--- src/rtl/prbs_ber_checker_sat.sv ---
// sat_counter: saturating up-counter with synchronous clear.
// Ports:
//   clk_i, rst_i   : clock, synchronous active-high reset
//   clr_i          : zero the count (wins over inc_i)
//   inc_i          : increment by one, holding at all-ones
//   count_o        : current count
//   sat_o          : count is at, or is reaching on this edge, all-ones
module sat_counter #(
  parameter int W = 8
) (
  input  logic         clk_i,
  input  logic         rst_i,
  input  logic         clr_i,
  input  logic         inc_i,
  output logic [W-1:0] count_o,
  output logic         sat_o
);

  localparam logic [W-1:0] MAX    = '1;
  localparam logic [W-1:0] MAX_M1 = MAX - W'(1);

  logic [W-1:0] count_q, count_d;

  always_comb begin
    count_d = count_q;
    if (clr_i)                      count_d = '0;
    else if (inc_i && count_q != MAX) count_d = count_q + W'(1);
  end

  // Flag goes high on the same edge the count lands on all-ones, so the
  // sticky bit in the parent lines up with the counter value.
  assign sat_o   = !clr_i && ((count_q == MAX) || (inc_i && count_q == MAX_M1));
  assign count_o = count_q;

  always_ff @(posedge clk_i) begin
    if (rst_i) count_q <= '0;
    else       count_q <= count_d;
  end

endmodule

--- config.mk ---
export PLATFORM = sky130hd
export DESIGN_NAME = sat_counter
export DESIGN_NICKNAME = d
export VERILOG_FILES = /design/src/rtl/prbs_ber_checker_sat.sv
export SDC_FILE = /design/constraint.sdc
export NUM_CORES = 1
export LEC_CHECK = 0
export CORE_AREA = 4 4 41 43
export DETAILED_ROUTE_END_ITERATION = 10
export DIE_AREA = 0 0 45 47
export GPL_TIMING_DRIVEN = 0
export SLEW_MARGIN = 20
export SYNTH_ARGS = -nofsm -noshare
export SYNTH_HDL_FRONTEND = slang
export SYNTH_SLANG_ARGS = --single-unit
--- constraint.sdc ---
create_clock -name clk_i -period 2.1 [get_ports clk_i]
set_input_delay 0.315 -clock clk_i [delete_from_list [all_inputs] [get_ports clk_i]]
set_output_delay 0.315 -clock clk_i [all_outputs]
set_load 0.005 [all_outputs]
==> results of run 1 <==
-- cell usage after synthesis (all sizes together) --
library cell  instances  area, um^2
nand4                 3        18.8
and3                  1        6.26
o211a                 1        10.0
nor3                  1        5.00
or3                   2        12.5
nor4                  1        6.26
o31ai                 1        7.51
ha                    2        25.0
nor2                  1        3.75
nand3                 6        30.0
o21ai                 2        10.0
or4                   2        15.0
or2                   1        6.26
nand2                 5        21.3
a211oi                4        30.0
mux2i                 3        30.0
a21oi                 3        15.0
a311oi                1        8.76
dfxtp                 8         160
buf                   2        12.5
and4                  1        8.76
inv                   5        18.8
-- cell families after synthesis --
| group | count (synthesis) |
|---|---|
| and+or+nand+nor | 24 |
| AOI/OAI and AO/OA | 12 |
| DFF | 8 |
| buffers and inverters | 7 |
| muxes | 3 |
| adders and majority gates | 2 |
-- power by group --
| group | total [mW] | switching [mW] | internal, mW |
|---|---|---|---|
| clock | 0.120 | 0.0549 | 0.0656 |
| combinational | 0.0200 | 0.00943 | 0.0106 |
| sequential | 0.156 | 0.00207 | 0.153 |
-- worst max-delay path, stage by stage, from the launching register on --
cell and delay, ns:
dfxtp_2 0.38, ha_1 0.15, buf_2 0.18, a21oi_1 0.06, nor4_1 0.23, dlygate4sd2_1 0.27
-- stage by stage --
step / hold WS [ns] / power, mW / utilization [%] / instances
CTS: 0.408 / 0.298 / 47.2 / 85
global placement: 0.525 / 0.179 / 45.4 / 82
global route: 0.436 / 0.309 / 47.2 / 85
floorplan: 0.491 / 0.169 / - / 56
detailed placement: 0.526 / 0.179 / 45.4 / 82
finish: 0.411 / 0.296 / 47.2 / 85
-- routing by layer --
layer / track usage (%) / share of wire, %
met3: 3.83 / 5.8
met2: 17.5 / 45
met5: 0 / 0
met4: 8.77 / 2.9
met1: 14.1 / 46
-- path summary, 6_finish.rpt --
kind	start	end	slack [ns]	cells after the start
min	inc_i	count_o[2]$_SDFFE_PP0P_	0.41	3
max	count_o[1]$_SDFFE_PP0P_	sat_o	0.27	5
max reg2reg	count_o[0]$_SDFFE_PP0P_	count_o[7]$_SDFFE_PP0P_	0.55	4
min reg2reg	count_o[0]$_SDFFE_PP0P_	count_o[0]$_SDFFE_PP0P_	0.50	2
-- what timing repair did --
item	in CTS	in global routing
endpoints found under the hold margin	0	0
resized for setup	3	0
endpoints found under the setup margin	1	0
-- cell type report --
class / count / area (um^2) / share of cell area [%]
Clock buffer: 3 / 22.5 / 3.67
Timing Repair Buffer: 11 / 109 / 17.7
Inverter: 5 / 18.8 / 3.05
Sequential cell: 8 / 163 / 26.5
Tap cell: 15 / 18.8 / 3.05
Buffer: 2 / 12.5 / 2.04
Multi-Input combinational cell: 41 / 270 / 44.0
==> metrics.md, run 1 <==
| Metric | Value |
|---|---|
| Detailed Route WL | `just over 1000 um` |
| Syn Nets | `62` |
| Die H | `approximately 47 um` |
| Cells after Synth | `56` |
| Vias in the first global route | `approximately 420` |
| # IOs | `13` |
| Starting Density | `between 30% and 40%` |
| Critical path type | `reg -> out` |
| XOR/XNOR Fraction of Synth Area | `0%` |
| P_leak | `approximately 0.21 nW` |
| Yosys reg bits | `8` |
| Commonest non-fill, non-tap cell in the layout | `clkdlybuf4s50_1` |
| Compound-Gate Fraction of Synth Area | `between 10% and 20%` |
| I/O Buffers | `11` |
| Clk sinks | `8` |
| Synthesized cell area | `roughly 460 um^2` |
| Die width | `45 um` |
| Main combinational cell family by area after synthesis | `simple AND/OR/NAND/NOR gates` |
| Largest register FFs | `8` |
| Syn avg cell area | `8.24 um^2` |
| Fill cell count | `138` |
| CTS tree | `done` |
| Initial DRC Count | `12` |
| DP HPWL | `782 um` |
| Vias per cell | `around 5.7` |
| Synth warn | `0` |
| Post-DR wirelength/cell | `approximately 12 um` |
| Commonest cells after routing, fill and taps aside | `10 x clkdlybuf4s50_1, 6 x nand3_1, 6 x dfxtp_1, 5 x inv_1` |
| RSZ-0062 raised after global routing | `false` |
| Postcts setup bufs | `0` |
| # DRC | `0` |
| Fin worst setup slack | `0.270 ns` |
| GPL Wtd Cong | `~0.75` |
| First-pass GRT wire length | `1760 um` |
| Number of buffers created by CTS | `3` |
| Critical path required time | `around 1.8 ns` |
| GRT Util Overall | `approximately an eighth` |
| Worst slack, placed | `between 0.15 and 0.2 ns` |
| Simple-Gate Fraction of Synth Area | `between 20 and 30%` |
| Final Hold Fails | `0` |
| Worst EP arrival | `~1.5 ns` |
| Clk_lat worst skew | `between 0.2 and 0.3 ns` |
| Setup violators final | `0` |
| Row cnt | `13` |
| Critical Path Source Type | `flop` |
| Worst hold path class | `in -> reg` |
| TNS Setup | `0 ns` |
| Die area | `~2100 um^2` |
| Hold Buf Count CTS | `0` |
| Layout cells sized above 1 | `about an eighth` |
| Peak supply drop | `0.248 mV` |
| Largest net degree at the start of global routing | `10` |
| Fin. max-slew vios | `0` |
| Slew HR | `roughly three quarters` |
| Cell Pwr Density | `just under 500 nW/um^2` |
| Antenna Violating Nets Remaining | `0` |
| Max-cap viol count | `0` |
| Final worst path period share | `87.1%` |
| Register area share after synthesis | `34.7%` |
| Post-Synth Adder-Cell Area | `under 10%` |
| # diodes | `0` |
| Clk buf depth | `2` |
| Initial antenna violation count | `0` |
| Post-DP Area | `just under 600 um^2` |
| Grt ovf | `0` |
| CORE AREA | `approximately 1300 um^2` |
| Status | `finished, final reports clean` |
| 1st-pass router iterations | `4` |
| Layout Nets | `between 70 and 80` |
| Syn-to-layout area delta | `33.1%` |
| H-tree depth | `1` |
| Mux cell area share after synthesis | `between 6 and 7%` |
| Peak Freq | `approximately 0.55 GHz` |
| Crit. End Element | `output port` |
| Design Area, Final | `slightly above 600 um^2` |
| Root buffer cell | `clkbuf_4` |
| Final Skew | `0.000215 ns` |
| Post-synthesis cell type count | `24` |
| Worst Tran Pin Value | `between 0.3 and 0.4 ns` |
| Worst-path fanout max | `9` |
| CTS clock-pin slew for the worst setup and hold paths | `~0.060 ns` |
| Total number of vias | `between 400 and 500` |
| Crit path time final | `1.83 ns` |
Note: power is estimated with default switching activity, not from simulation.
==> inputs of run 2 (changes only) <==
Settings changed: PLACE_DENSITY set to 0.58.
==> metrics.md, run 2 (synthesis gave the netlist of run 1 again) <==
| Metric | Value |
|---|---|
| Initial DRC Count | `9` |
| Status | `finished, final reports clean` |
| Setup violators final | `0` |
| Commonest non-fill, non-tap cell in the layout | `clkdlybuf4s50_1` |
| Fin. max-slew vios | `0` |
| Number of cells on the worst reg-to-reg path | `4` |
| Net Sw Power | `~0.064 mW` |
| Gate power share | `~7.0%` |
| Layout cells sized above 1 | `roughly 13%` |
| Cell Pwr Density | `around 480 nW/um^2` |
| Crit path cell chain | `ha_1 -> buf_2 -> a21oi_1 -> nor4_1 -> dlygate4sd2_1` |
| Row cnt | `13` |
| Design Area, Final | `approximately 600 um^2` |
| Final worst path period share | `86.2%` |
| H-tree depth | `1` |
| Layout Nets | `78` |
| Final Hold Fails | `0` |
| Peak Freq | `0.552 GHz` |
| Critical Path Source Type | `flop` |
| Vias in the first global route | `between 400 and 500` |
| Hold Buf Count CTS | `0` |
| Worst Tran Pin Value | `between 0.4 and 0.5 ns` |
| Syn-to-layout area delta | `33.1%` |
| Largest register FFs | `8` |
| Top delay family on crit path | `buffers and inverters` |
| Fill cell count | `~150` |
| Final Skew | `~0.0012 ns` |
| Total number of vias | `about 480` |
| Count of buffer and inverter cells on the critical path | `2` |
| Critical path required time | `1.78 ns` |
| # DRC | `0` |
| P_leak | `about 0.21 nW` |
| Die H | `47 um` |
| Detailed Route WL | `about 1000 um` |
| Seq pwr share | `a little over half` |
| Critical path type | `reg -> out` |
| Initial antenna violation count | `0` |
| DP HPWL | `approximately 770 um` |
| Crit path time final | `between 1.5 and 2 ns` |
| Worst hold path class | `in -> reg` |
| I/O Buffers | `11` |
| FF-to-FF setup slack | `0.57 ns` |
| Peak supply drop | `0.409 mV` |
| Tot Pwr | `~0.3 mW` |
| Die width | `roughly 45 um` |
| Startpoint of the worst hold path | `inc_i` |
| Die area | `between 2000 and 2500 um^2` |
| Clk buf depth | `2` |
| Fin worst setup slack | `a little under 0.3 ns` |
| Post-DR wirelength/cell | `about 12 um` |
| # diodes | `0` |
| CTS clock-pin slew for the worst setup and hold paths | `approximately 0.05 ns` |
| Worst-path fanout max | `9` |
| Hold Path Depth | `3` |
| Dpl cells | `just over 80` |
| Worst EP arrival | `1.50 ns` |
| GRT Util Overall | `11.9%` |
| Slew HR | `just over 70%` |
| Layout Cells excl Fill | `85` |
| TNS Setup | `0 ns` |
| CORE AREA | `about 1300 um^2` |
| Starting Density | `a little over a third` |
| CTS tree | `done` |
| Reg2Reg Launch Point | `count_o[0]$_SDFFE_PP0P_` |
| Worst slack, placed | `between 0.15 and 0.2 ns` |
| Vias per cell | `5.59` |
| GPL Wtd Cong | `0.724` |
| Largest net degree at the start of global routing | `10` |
| Clk_lat worst skew | `around 0.25 ns` |
| 1st-pass router iterations | `4` |
| Int Pwr | `0.230 mW` |
| Post-DP Area | `around 600 um^2` |
| Commonest cells after routing, fill and taps aside | `10 x clkdlybuf4s50_1, 6 x nand3_1, 6 x dfxtp_1, 5 x inv_1` |
| Max-cap viol count | `0` |
| # IOs | `13` |
| RSZ-0062 raised after global routing | `false` |
| Root buffer cell | `clkbuf_4` |
| Reg-to-Reg End | `count_o[7]$_SDFFE_PP0P_` |
| Clock Power Share | `40.2%` |
| Slowest cell on crit path | `dfxtp_2` |
| First-pass GRT wire length | `~1700 um` |
| Crit. End Element | `output port` |
| Clk sinks | `8` |
| Final core utilization | `a little under half` |
| Switching Fraction | `a little over a fifth` |
| Endpoint, Worst Hold | `count_o[2]$_SDFFE_PP0P_` |
| Antenna Violating Nets Remaining | `0` |
| Number of buffers created by CTS | `3` |
| Grt ovf | `0` |
| Delay of the slowest cell on the worst path | `0.37 ns` |
| Final Hold Slack | `0.422 ns` |
run 2: cell counts in the layout (fill, tap and decap cells not counted):
No cell type changed its count.
run 2: worst max path at each step:
| stage | start | to | slack, ns | cells past startpoint |
|---|---|---|---|---|
| CTS | count_o[1]$_SDFFE_PP0P_ | sat_o | 0.26 | 5 |
| detailed placement | clr_i | sat_o | 0.17 | 3 |
| global placement | clr_i | sat_o | 0.14 | 3 |
| global route | count_o[1]$_SDFFE_PP0P_ | sat_o | 0.09 | 5 |
| finish | count_o[1]$_SDFFE_PP0P_ | sat_o | 0.29 | 5 |
| floorplan | count_o[0]$_SDFFE_PP0P_ | count_o[7]$_SDFFE_PP0P_ | 0.60 | 4 |
run 2: per-layer routing:
layer | global-route usage [%] | vias up | share of wire [%]
li1 | - | 239 | -
met1 | 13.2 | 222 | 46
met2 | 18.9 | 12 | 46
met3 | 7.28 | 2 | 6.7
met4 | 3.51 | 0 | 0.88
met5 | 0 | - | 0
run 2: area by class of cell:
| type | count | area [um^2] | area share, % |
|---|---|---|---|
| plain buffers | 2 | 12.5 | 2.04 |
| clock buffers | 3 | 22.5 | 3.67 |
| inverters | 5 | 18.8 | 3.05 |
| multi-input cells | 41 | 270 | 44.0 |
| flip-flops and latches | 8 | 163 | 26.5 |
| well taps | 15 | 18.8 | 3.05 |
| repair buffers | 11 | 109 | 17.7 |
run 2: power by group through the flow:
stage	registers [mW]	clock network, mW	logic, mW
floorplan	0.158	0	0.0106
global placement	0.159	0	0.0205
detailed placement	0.159	0	0.0204
CTS	0.155	0.126	0.0205
global route	0.156	0.135	0.0223
finish	0.155	0.118	0.0204
run 2: what timing repair did:
action / CTS / global route
resized for setup: 3 / 0
endpoints found under the setup margin: 1 / 0
buffers inserted: 0 / 0
run 2: worst min-delay path, stage by stage:
cell	delay, ns
buf_4	0.13
a21oi_1	0.07
nor3_1	0.12
